$ cat config.mk
export PLATFORM = sky130hd
export DESIGN_NAME = retire_commit
export DESIGN_NICKNAME = d
export VERILOG_FILES = /design/src/rtl/rob_pkg.sv /design/src/rtl/retire_fifo.sv /design/src/rtl/retire_commit.sv
export SDC_FILE = /design/constraint.sdc
export NUM_CORES = 1
export LEC_CHECK = 0
export ABC_AREA = 1
export CORE_MARGIN = 2
export CORE_UTILIZATION = 60
export CTS_CLUSTER_SIZE = 10
export DETAILED_ROUTE_END_ITERATION = 16
export PLACE_DENSITY_LB_ADDON = 0.05
export SETUP_SLACK_MARGIN = 0.2
export SLEW_MARGIN = 40
export SYNTH_ARGS = -nofsm -noshare
export SYNTH_HDL_FRONTEND = slang
export SYNTH_SLANG_ARGS = --single-unit
$ cat constraint.sdc
create_clock -name clock -period 9 [get_ports clock]
set_input_delay 1.8 -clock clock [delete_from_list [all_inputs] [get_ports clock]]
set_output_delay 1.8 -clock clock [all_outputs]
set_load 0.005 [all_outputs]
$ cat src/rtl/rob_pkg.sv
// rtl/rob_pkg.sv - shared widths, retire-entry layout and retire FSM encodings
package rob_pkg;

  localparam int TAG_W  = 5;
  localparam int REG_W  = 5;
  localparam int DATA_W = 32;

  typedef struct packed {
    logic [TAG_W-1:0]  tag;
    logic [REG_W-1:0]  rd_reg;
    logic [DATA_W-1:0] data;
    logic [DATA_W-1:0] pc;
    logic              branch;
    logic              taken;
    logic              store;
  } retire_entry_t;

  localparam int ENTRY_W = $bits(retire_entry_t);

  typedef enum logic [1:0] {
    ST_IDLE       = 2'd0,
    ST_STORE_WAIT = 2'd1,
    ST_FLUSH      = 2'd2
  } rc_state_t;

endpackage

$ cat src/rtl/retire_fifo.sv
// rtl/retire_fifo.sv - parameterised sync FIFO with clear, occupancy count and full/empty
module retire_fifo #(
  parameter int DEPTH = 4,
  parameter int W     = 8
) (
  input  logic                     clock,
  input  logic                     reset,
  input  logic                     push,
  input  logic                     pop,
  input  logic                     clear,
  input  logic [W-1:0]             wdata,
  output logic [W-1:0]             rdata,
  output logic [$clog2(DEPTH):0]   count,
  output logic                     full,
  output logic                     empty
);

  localparam int PTR_W = $clog2(DEPTH);
  localparam int CNT_W = PTR_W + 1;

  logic [W-1:0]     mem [DEPTH];
  logic [PTR_W-1:0] wr_ptr;
  logic [PTR_W-1:0] rd_ptr;
  logic             do_push;
  logic             do_pop;

  assign full    = (count == CNT_W'(DEPTH));
  assign empty   = (count == '0);
  assign do_push = push & ~full;
  assign do_pop  = pop & ~empty;
  assign rdata   = mem[rd_ptr];

  always_ff @(posedge clock) begin
    if (do_push) mem[wr_ptr] <= wdata;
  end

  // Clear wins over a same-cycle push: anything arriving with a redirect is younger and squashed.
  always_ff @(posedge clock or negedge reset) begin
    if (!reset) begin
      wr_ptr <= '0;
      rd_ptr <= '0;
      count  <= '0;
    end else if (clear) begin
      wr_ptr <= '0;
      rd_ptr <= '0;
      count  <= '0;
    end else begin
      if (do_push) wr_ptr <= wr_ptr + PTR_W'(1);
      if (do_pop)  rd_ptr <= rd_ptr + PTR_W'(1);
      unique case ({do_push, do_pop})
        2'b10:   count <= count + CNT_W'(1);
        2'b01:   count <= count - CNT_W'(1);
        default: count <= count;
      endcase
    end
  end

endmodule

$ cat src/rtl/retire_commit.sv
// rtl/retire_commit.sv - retire stage: regfile commit, store handoff, redirect/flush, tag return
// Optional RETIRE_STATS_EN adds saturating Stat_retired / Stat_mispredict counters.
module retire_commit
  import rob_pkg::*;
#(
  parameter int FIFO_DEPTH   = 4,
  parameter int FLUSH_CYCLES = 2
) (
  input  logic              clock,
  input  logic              reset,
  input  logic              Retire_valid,
  input  logic [TAG_W-1:0]  Retire_rd_tag,
  input  logic [REG_W-1:0]  Retire_rd_reg,
  input  logic [DATA_W-1:0] Retire_data,
  input  logic [DATA_W-1:0] Retire_pc,
  input  logic              Retire_branch,
  input  logic              Retire_branch_taken,
  input  logic              Retire_store_ready,
  output logic              Retire_stall,
  output logic              Rf_wen,
  output logic [REG_W-1:0]  Rf_waddr,
  output logic [DATA_W-1:0] Rf_wdata,
  output logic              Store_commit_req,
  output logic [TAG_W-1:0]  Store_commit_tag,
  input  logic              Store_commit_ack,
  output logic              Redirect_valid,
  output logic [DATA_W-1:0] Redirect_pc,
  output logic              Flush_out,
  output logic              Tag_free_valid,
  output logic [TAG_W-1:0]  Tag_free,
  output logic              Overflow_err
`ifdef RETIRE_STATS_EN
  ,
  output logic [31:0]       Stat_retired,
  output logic [15:0]       Stat_mispredict
`endif
);

  localparam int CNT_W = $clog2(FIFO_DEPTH) + 1;
  localparam int FC_W  = $clog2(FLUSH_CYCLES + 1);

  retire_entry_t     push_entry;
  retire_entry_t     head;
  logic [ENTRY_W-1:0] fifo_rdata;
  logic [CNT_W-1:0]  fifo_count;
  logic              fifo_full;
  logic              fifo_empty;
  logic              push_en;
  logic              pop;
  logic              clr;

  rc_state_t         state_q, state_d;
  logic [FC_W-1:0]   flush_cnt_q, flush_cnt_d;
  logic              rf_wen_q, rf_wen_d;
  logic [REG_W-1:0]  rf_waddr_q, rf_waddr_d;
  logic [DATA_W-1:0] rf_wdata_q, rf_wdata_d;
  logic              req_q, req_d;
  logic [TAG_W-1:0]  stag_q, stag_d;
  logic              redir_v_q, redir_v_d;
  logic [DATA_W-1:0] redir_pc_q, redir_pc_d;
  logic              flush_q, flush_d;
  logic              tfree_v_q, tfree_v_d;
  logic [TAG_W-1:0]  tfree_q, tfree_d;
  logic              ovf_q;

  assign push_entry = '{tag: Retire_rd_tag, rd_reg: Retire_rd_reg, data: Retire_data,
                        pc: Retire_pc, branch: Retire_branch, taken: Retire_branch_taken,
                        store: Retire_store_ready};
  assign push_en    = Retire_valid & ~fifo_full & ~flush_q;
  assign head       = fifo_rdata;

  retire_fifo #(.DEPTH(FIFO_DEPTH), .W(ENTRY_W)) u_fifo (
    .clock (clock),
    .reset (reset),
    .push  (push_en),
    .pop   (pop),
    .clear (clr),
    .wdata (push_entry),
    .rdata (fifo_rdata),
    .count (fifo_count),
    .full  (fifo_full),
    .empty (fifo_empty)
  );

  always_comb begin
    state_d     = state_q;
    flush_cnt_d = flush_cnt_q;
    rf_wen_d    = 1'b0;
    rf_waddr_d  = rf_waddr_q;
    rf_wdata_d  = rf_wdata_q;
    req_d       = req_q;
    stag_d      = stag_q;
    redir_v_d   = 1'b0;
    redir_pc_d  = redir_pc_q;
    flush_d     = flush_q;
    tfree_v_d   = 1'b0;
    tfree_d     = tfree_q;
    pop         = 1'b0;
    clr         = 1'b0;
    unique case (state_q)
      ST_IDLE: begin
        if (!fifo_empty) begin
          pop = 1'b1;
          if (head.store) begin
            req_d   = 1'b1;
            stag_d  = head.tag;
            state_d = ST_STORE_WAIT;
          end else if (head.branch && head.taken) begin
            redir_v_d   = 1'b1;
            redir_pc_d  = head.pc;
            flush_d     = 1'b1;
            flush_cnt_d = FC_W'(FLUSH_CYCLES - 1);
            tfree_v_d   = 1'b1;
            tfree_d     = head.tag;
            clr         = 1'b1;
            state_d     = ST_FLUSH;
          end else if (head.branch) begin
            tfree_v_d = 1'b1;
            tfree_d   = head.tag;
          end else begin
            // x0 is hardwired; the tag is still returned so the ROB slot recycles.
            rf_wen_d   = (head.rd_reg != '0);
            rf_waddr_d = head.rd_reg;
            rf_wdata_d = head.data;
            tfree_v_d  = 1'b1;
            tfree_d    = head.tag;
          end
        end
      end
      ST_STORE_WAIT: begin
        if (Store_commit_ack) begin
          req_d     = 1'b0;
          tfree_v_d = 1'b1;
          tfree_d   = stag_q;
          state_d   = ST_IDLE;
        end
      end
      ST_FLUSH: begin
        if (flush_cnt_q == '0) begin
          flush_d = 1'b0;
          state_d = ST_IDLE;
        end else begin
          flush_cnt_d = flush_cnt_q - FC_W'(1);
        end
      end
      default: state_d = ST_IDLE;
    endcase
  end

  always_ff @(posedge clock or negedge reset) begin
    if (!reset) begin
      state_q     <= ST_IDLE;
      flush_cnt_q <= '0;
      rf_wen_q    <= 1'b0;
      rf_waddr_q  <= '0;
      rf_wdata_q  <= '0;
      req_q       <= 1'b0;
      stag_q      <= '0;
      redir_v_q   <= 1'b0;
      redir_pc_q  <= '0;
      flush_q     <= 1'b0;
      tfree_v_q   <= 1'b0;
      tfree_q     <= '0;
      ovf_q       <= 1'b0;
    end else begin
      state_q     <= state_d;
      flush_cnt_q <= flush_cnt_d;
      rf_wen_q    <= rf_wen_d;
      rf_waddr_q  <= rf_waddr_d;
      rf_wdata_q  <= rf_wdata_d;
      req_q       <= req_d;
      stag_q      <= stag_d;
      redir_v_q   <= redir_v_d;
      redir_pc_q  <= redir_pc_d;
      flush_q     <= flush_d;
      tfree_v_q   <= tfree_v_d;
      tfree_q     <= tfree_d;
      ovf_q       <= ovf_q | (Retire_valid & fifo_full);
    end
  end

  assign Retire_stall     = (fifo_count >= CNT_W'(FIFO_DEPTH - 1));
  assign Rf_wen           = rf_wen_q;
  assign Rf_waddr         = rf_waddr_q;
  assign Rf_wdata         = rf_wdata_q;
  assign Store_commit_req = req_q;
  assign Store_commit_tag = stag_q;
  assign Redirect_valid   = redir_v_q;
  assign Redirect_pc      = redir_pc_q;
  assign Flush_out        = flush_q;
  assign Tag_free_valid   = tfree_v_q;
  assign Tag_free         = tfree_q;
  assign Overflow_err     = ovf_q;

`ifdef RETIRE_STATS_EN
  logic [31:0] stat_ret_q;
  logic [15:0] stat_mis_q;

  always_ff @(posedge clock or negedge reset) begin
    if (!reset) begin
      stat_ret_q <= '0;
      stat_mis_q <= '0;
    end else begin
      if (tfree_v_q && (stat_ret_q != '1)) stat_ret_q <= stat_ret_q + 32'd1;
      if (redir_v_q && (stat_mis_q != '1)) stat_mis_q <= stat_mis_q + 16'd1;
    end
  end

  assign Stat_retired    = stat_ret_q;
  assign Stat_mispredict = stat_mis_q;
`endif

endmodule
Word-level counts from Yosys, hierarchy flattened. Memories as Yosys holds them, arrays and structs flattened. Index checks and enable logic that the tools add are counted.

Memories: 1. Memory bits (writable): 308. Register bits: 96. Input port bits: 81.

Memory list: u_fifo.mem (words 4, bits a word 77, rd ports 1, clocked after Yosys merged registers in 0, write ports 1, RTL line retire_fifo.sv:21) `logic [W-1:0] mem [DEPTH];`.

Bitwise operators: 12. Muxes and demuxes: 47. Order comparisons: 1. Add/sub/neg operators: 5. Eq/ne operators: 13. Reduce and logical (&&, ||, !) cells: 18.

Operators by type and width (number): 2-to-1 mux 2 bit (13); 2-to-1 mux 1 bit (23); AND reduction 4 bit (4); 2-to-1 mux 5 bit (3); AND reduction 5 bit (3); inequality test 2 bit (second input constant) (7); one-hot mux 5 bit (2 select lines) (1); nonzero test 2 bit (4); inverter 1 bit (6); one-hot mux 1 bit (2 select lines) (3); one-hot mux 2 bit (3 select lines) (1); one-hot mux 3 bit (2 select lines) (1); AND 1 bit (5); nonzero test 5 bit (1); adder 2 x 1 -> 2 bit (second input constant) (2); == test 2 x 1 -> 1 bit (second input constant) (2); == test 2 bit (second input constant) (2); logical NOT 2 bit (2); one-hot mux 2 bit (2 select lines) (1); adder 3 x 1 -> 3 bit (second input constant) (1); == test 3 bit (second input constant) (1); greater-or-equal comparator 3 x 2 -> 1 bit (second input constant) (1); logical NOT 3 bit (1); 2-to-1 mux 3 bit (1); 7 further kinds (7).

Logic depth before layout (Yosys ltp).
Depth after elaboration: 8. Depth in mapped cells: 12.

Cells and area by module. Synthesis repeated with hierarchy kept, for this count alone.

Cell total of the unflattened synthesis: 1217. Area total of the unflattened synthesis: 15487.4 um2.

By module, submodules not included: retire_fifo (seq. area each 9424.0 um2, times used 1, cells each 812, area each 11912.7 um2); retire_commit (seq. area each 2227.1 um2, times used 1, cells each 405, area each 3574.7 um2).

Worst setup path before layout. OpenSTA, ideal clock, no wires.

Path type: input to register. Start point: input port Retire_valid. End point: memory u_fifo.mem[0][0] (netlist bit), enable pin. Data required time: 8.487 ns. Stages on the path: 2. Path buffers: 0. Arrival: 5.248 ns. Library setup time: 0.513 ns. Slack: 3.239 ns. Cell sequence: nand3_1 nor2_1.

Cells in the longest elaborated chain, start to end: 5.

Ends and longest elaborated chain: start, declared (RTL line retire_commit.sv:11) `input logic Retire_valid,`; AND 1 bit (2 in a row) (RTL line retire_commit.sv:69) `assign push_en = Retire_valid & ~fifo_full & ~flush_q;`; AND 1 bit (RTL line retire_fifo.sv:29) `assign do_push = push & ~full;`; 2-to-1 mux 1 bit (RTL line retire_fifo.sv:34) `if (do_push) mem[wr_ptr] <= wdata;`; 2-to-1 mux 1 bit (implied by the code) (RTL line retire_fifo.sv:34); end, declared (RTL line retire_fifo.sv:21).

No other way between the ends.

Worst setup path after layout.
Start point: input port Retire_valid. End point: memory u_fifo.mem[0][13] (netlist bit), enable pin.

The elaborated chain is that of the path after synthesis.

==> tab_implementation.tex <==
\begin{tabular}{lr}
\hline
Metric & Value \\
\hline
\multicolumn{2}{l}{\textbf{CTS}} \\
\quad Buffer count from post-CTS setup fixing & 0 \\
\quad Clock Sink Count & 404 \\
\quad Quantity of hold-fixing buffers added after cts & 0 \\
\quad Number of gates given a new drive strength after cts & 0 \\
\quad Clock transition at the register clock pins on the worst setup and hold paths after CTS & 0.06 ns \\
\quad Clk root buf & clkbuf\_16 \\
\quad Clk Latency, worst-skew pair & 0.54 ns \\
\quad Clock tree from TritonCTS & done \\
\quad Maximum level of the CTS H-tree & 2 \\
\quad Total clock buffers created by CTS & 46 \\
\quad Buffer levels on the longest clock path & 3 \\
\multicolumn{2}{l}{\textbf{Pwr}} \\
\quad Design Power & 6.42 mW \\
\quad Ratio of total power to cell area & 344 nW/um2 \\
\quad Leakage component of the power & 7.00 nW \\
\quad IR drop worst, VDD & 259 uV \\
\multicolumn{2}{l}{\textbf{Critical path}} \\
\quad Startpoint kind of the worst setup timing path & primary input \\
\quad Crit path max fanout & 47 \\
\quad Class of the most critical setup path & in2reg \\
\quad Required @ worst endpoint & 9.15 ns \\
\quad Crit path arrival time & 4.25 ns \\
\quad Kind of end point of the critical path & register \\
\multicolumn{2}{l}{\textbf{Drt}} \\
\quad Count of TritonRoute iterations in the first routing pass & 5 \\
\quad Detail-routed via count per cell & 5.56 \\
\quad Wirelength, routed & 32,400 um \\
\quad Initial drt markers & 812 \\
\quad Post-detailed-route wirelength per cell & 18.5 um \\
\quad Via Count & 9,747 \\
\quad Final routed DRC violation total & 0 \\
\quad Final ANT Viol Nets & 0 \\
\multicolumn{2}{l}{\textbf{Yosys}} \\
\quad Register area share after synthesis & 0.760 \\
\quad Netlist cell types & 31 \\
\quad Combined area of all synthesized cells & 15,300 um2 \\
\quad Flop and latch count out of synthesis & 404 \\
\quad Post-Syn Instances & 1,224 \\
\quad Total nets after synthesis & 1,311 \\
\quad Avg Synthesized Cell Area & 12.5 um2 \\
\quad Count of warnings emitted by yosys & 0 \\
\multicolumn{2}{l}{\textbf{Timing}} \\
\quad Worst clock skew & 0.0149 ns \\
\quad Setup repair after global routing missed its margin & no \\
\quad Setup ws final & 4.91 ns \\
\quad Final Hold Fails & 0 \\
\quad Slew HR & 0.453 \\
\quad Transition time of the tightest slew-check pin & 0.820 ns \\
\quad Fin crit share & 0.455 \\
\quad Final total negative setup slack & 0 ns \\
\quad Count of final setup violators & 0 \\
\quad Final critical-path required period & 4.09 ns \\
\quad Max-slew violation count & 0 \\
\quad Maximum clock rate & 0.244 GHz \\
\multicolumn{2}{l}{\textbf{Placed design}} \\
\quad Count of buffers from port buffering & 166 \\
\quad Placement-stage worst setup slack & 4.33 ns \\
\quad Final weighted congestion in routability-driven placement & 0.750 \\
\quad Dpl cells & 1,666 \\
\quad Half-perimeter wire length of the detailed placement result & 17,700 um \\
\multicolumn{2}{l}{\textbf{GRT}} \\
\quad Remaining global-route overflow & 0 \\
\quad Initial antenna violation count & 1 \\
\quad Via count of the first global-routing pass & 9,627 \\
\quad Wire length of the first global-routing pass & 50,900 um \\
\quad Maximum number of pins on one net before global-route repair & 104 \\
\quad Total GRT Usage & 0.247 \\
\multicolumn{2}{l}{\textbf{Die}} \\
\quad Total core area & 25,100 um2 \\
\quad Top-Level Pins & 167 \\
\quad Placement Rows & 58 \\
\quad Starting utilization of the core area & 0.611 \\
\quad Horizontal die dimension & 164 um \\
\quad Die area & 26,900 um2 \\
\quad Overall die height & 164 um \\
\multicolumn{2}{l}{\textbf{Layout}} \\
\quad Final Net Count & 1,472 \\
\quad Fin cells & 1,752 \\
\quad Fraction of layout instances using a drive strength above 1 & 0.0605 \\
\quad Signed area change from the synthesized netlist to the final layout & 21.5\% \\
\quad Antenna Diode Count & 0 \\
\multicolumn{2}{l}{\textbf{Hold path}} \\
\quad Path class of the lowest-slack min-delay path & reg2reg \\
\multicolumn{2}{l}{\textbf{Run status}} \\
\quad Result of the run & finished clean \\
\multicolumn{2}{l}{\textbf{Run}} \\
\quad MaxCap Viol Count & 0 \\
\hline
\end{tabular}
## critical path, cell delays in order
cell             delay, ns
clkdlybuf4s50_1       0.52
nand3_1               0.43
nor2_4                0.63
buf_16                0.23
buf_4                 0.59
## through the flow
stage               hold WS [ns]  area (um2)   util
floorplan                  0.449       15300      -
global placement           0.451       17200  0.685
detailed placement         0.456       17300  0.688
CTS                        0.469       18600  0.741
global route               0.485       18600  0.742
finish                     0.463       18600  0.742
## sequential cells by signal (all words and copies together), names as in the netlist, 3 cells and up
name and flops:
Rf_wdata 32, u_fifo.count 3, Redirect_pc 32, u_fifo.mem 308
Tag_free 5, Store_commit_tag 5, Rf_waddr 5
## layout make-up
| cell class | instances | area (um2) |
|---|---|---|
| repair buffers | 180 | 1830 |
| multi-input cells | 719 | 3270 |
| flip-flops and latches | 404 | 11700 |
| inverters | 34 | 131 |
| well taps | 330 | 413 |
| clock inverters | 2 | 16.3 |
| fillers | 1672 | 6480 |
| clock buffers | 83 | 1310 |
## cells in the final DEF (no fill, tap or decap), types with 2 or more instances in the layout
cell,Yosys,routed
o22ai_1,66,66
edfxtp_1,308,308
clkbuf_1,38,36
nand2_2,4,4
nor3_1,2,2
dfrtp_1,96,94
ha_1,5,5
nand3_1,31,31
clkbuf_16,0,47
nor2_4,1,5
clkdlybuf4s50_1,0,165
buf_6,3,5
a21oi_1,9,9
nand2_1,282,282
buf_4,7,6
a31oi_1,5,5
nor2_1,163,159
buf_8,0,2
o21ai_1,5,5
xor2_1,2,2
o21ai_0,135,135
inv_2,6,4
inv_1,28,28
## synth_stat cells (all sizes together)
master  instances  share of area
a21oi           9         0.0029
a31o            1        0.00057
a31oi           5         0.0020
buf            29          0.012
clkbuf         38         0.0093
dfrtp          96           0.16
edfxtp        308           0.60
fa              1         0.0013
ha              5         0.0041
inv            34         0.0083
nand2         287          0.071
nand3          32          0.011
nand3b          1        0.00049
nand4           1        0.00041
nor2          166          0.042
nor3            2        0.00065
o21ai         140          0.046
o22ai          66          0.027
xnor2           1        0.00057
xor2            2         0.0011
## final timing paths
check                      cells after the start              from                 to  slack [ns]
max reg2reg                                   10  u_fifo.rd_ptr[0]        Rf_waddr[2]        5.63
max in group asynchronous                      2             reset       Rf_wdata[11]        6.79
min                                            1      Overflow_err       Overflow_err        0.46
min reg2reg                                    1      Overflow_err       Overflow_err        0.46
min in group asynchronous                      1             reset    Redirect_pc[26]        1.24
max                                            5      Retire_valid  u_fifo.mem[0][13]        4.91
## layer usage
| layer | global-route usage | up-vias | share of wire |
|---|---|---|---|
| met5 | 0 | - | 0.00037 |
| met4 | 0.0770 | 2 | 0.018 |
| met3 | 0.0384 | 45 | 0.056 |
| met2 | 0.417 | 302 | 0.50 |
| met1 | 0.334 | 4798 | 0.42 |
| li1 | - | 4600 | - |
## power breakdown
part | internal (mW) | leakage (nW) | switching [mW] | total (mW)
registers | 2.51 | 4.01 | 0.201 | 2.71
logic | 0.787 | 2.37 | 1.28 | 2.06
clock network | 0.976 | 0.626 | 0.671 | 1.65
total | 4.27 | 7.00 | 2.15 | 6.42
## logic make-up after synthesis
| kind of cell | share of synthesized area |
|---|---|
| and+or+nand+nor | 0.126 |
| buffers and inverters | 0.0291 |
| DFF | 0.760 |
| AOI/OAI and AO/OA | 0.0781 |
| xor gates and xnor gates | 0.00171 |
| adders and majority gates | 0.00538 |
(Power assumes the default switching activity.)
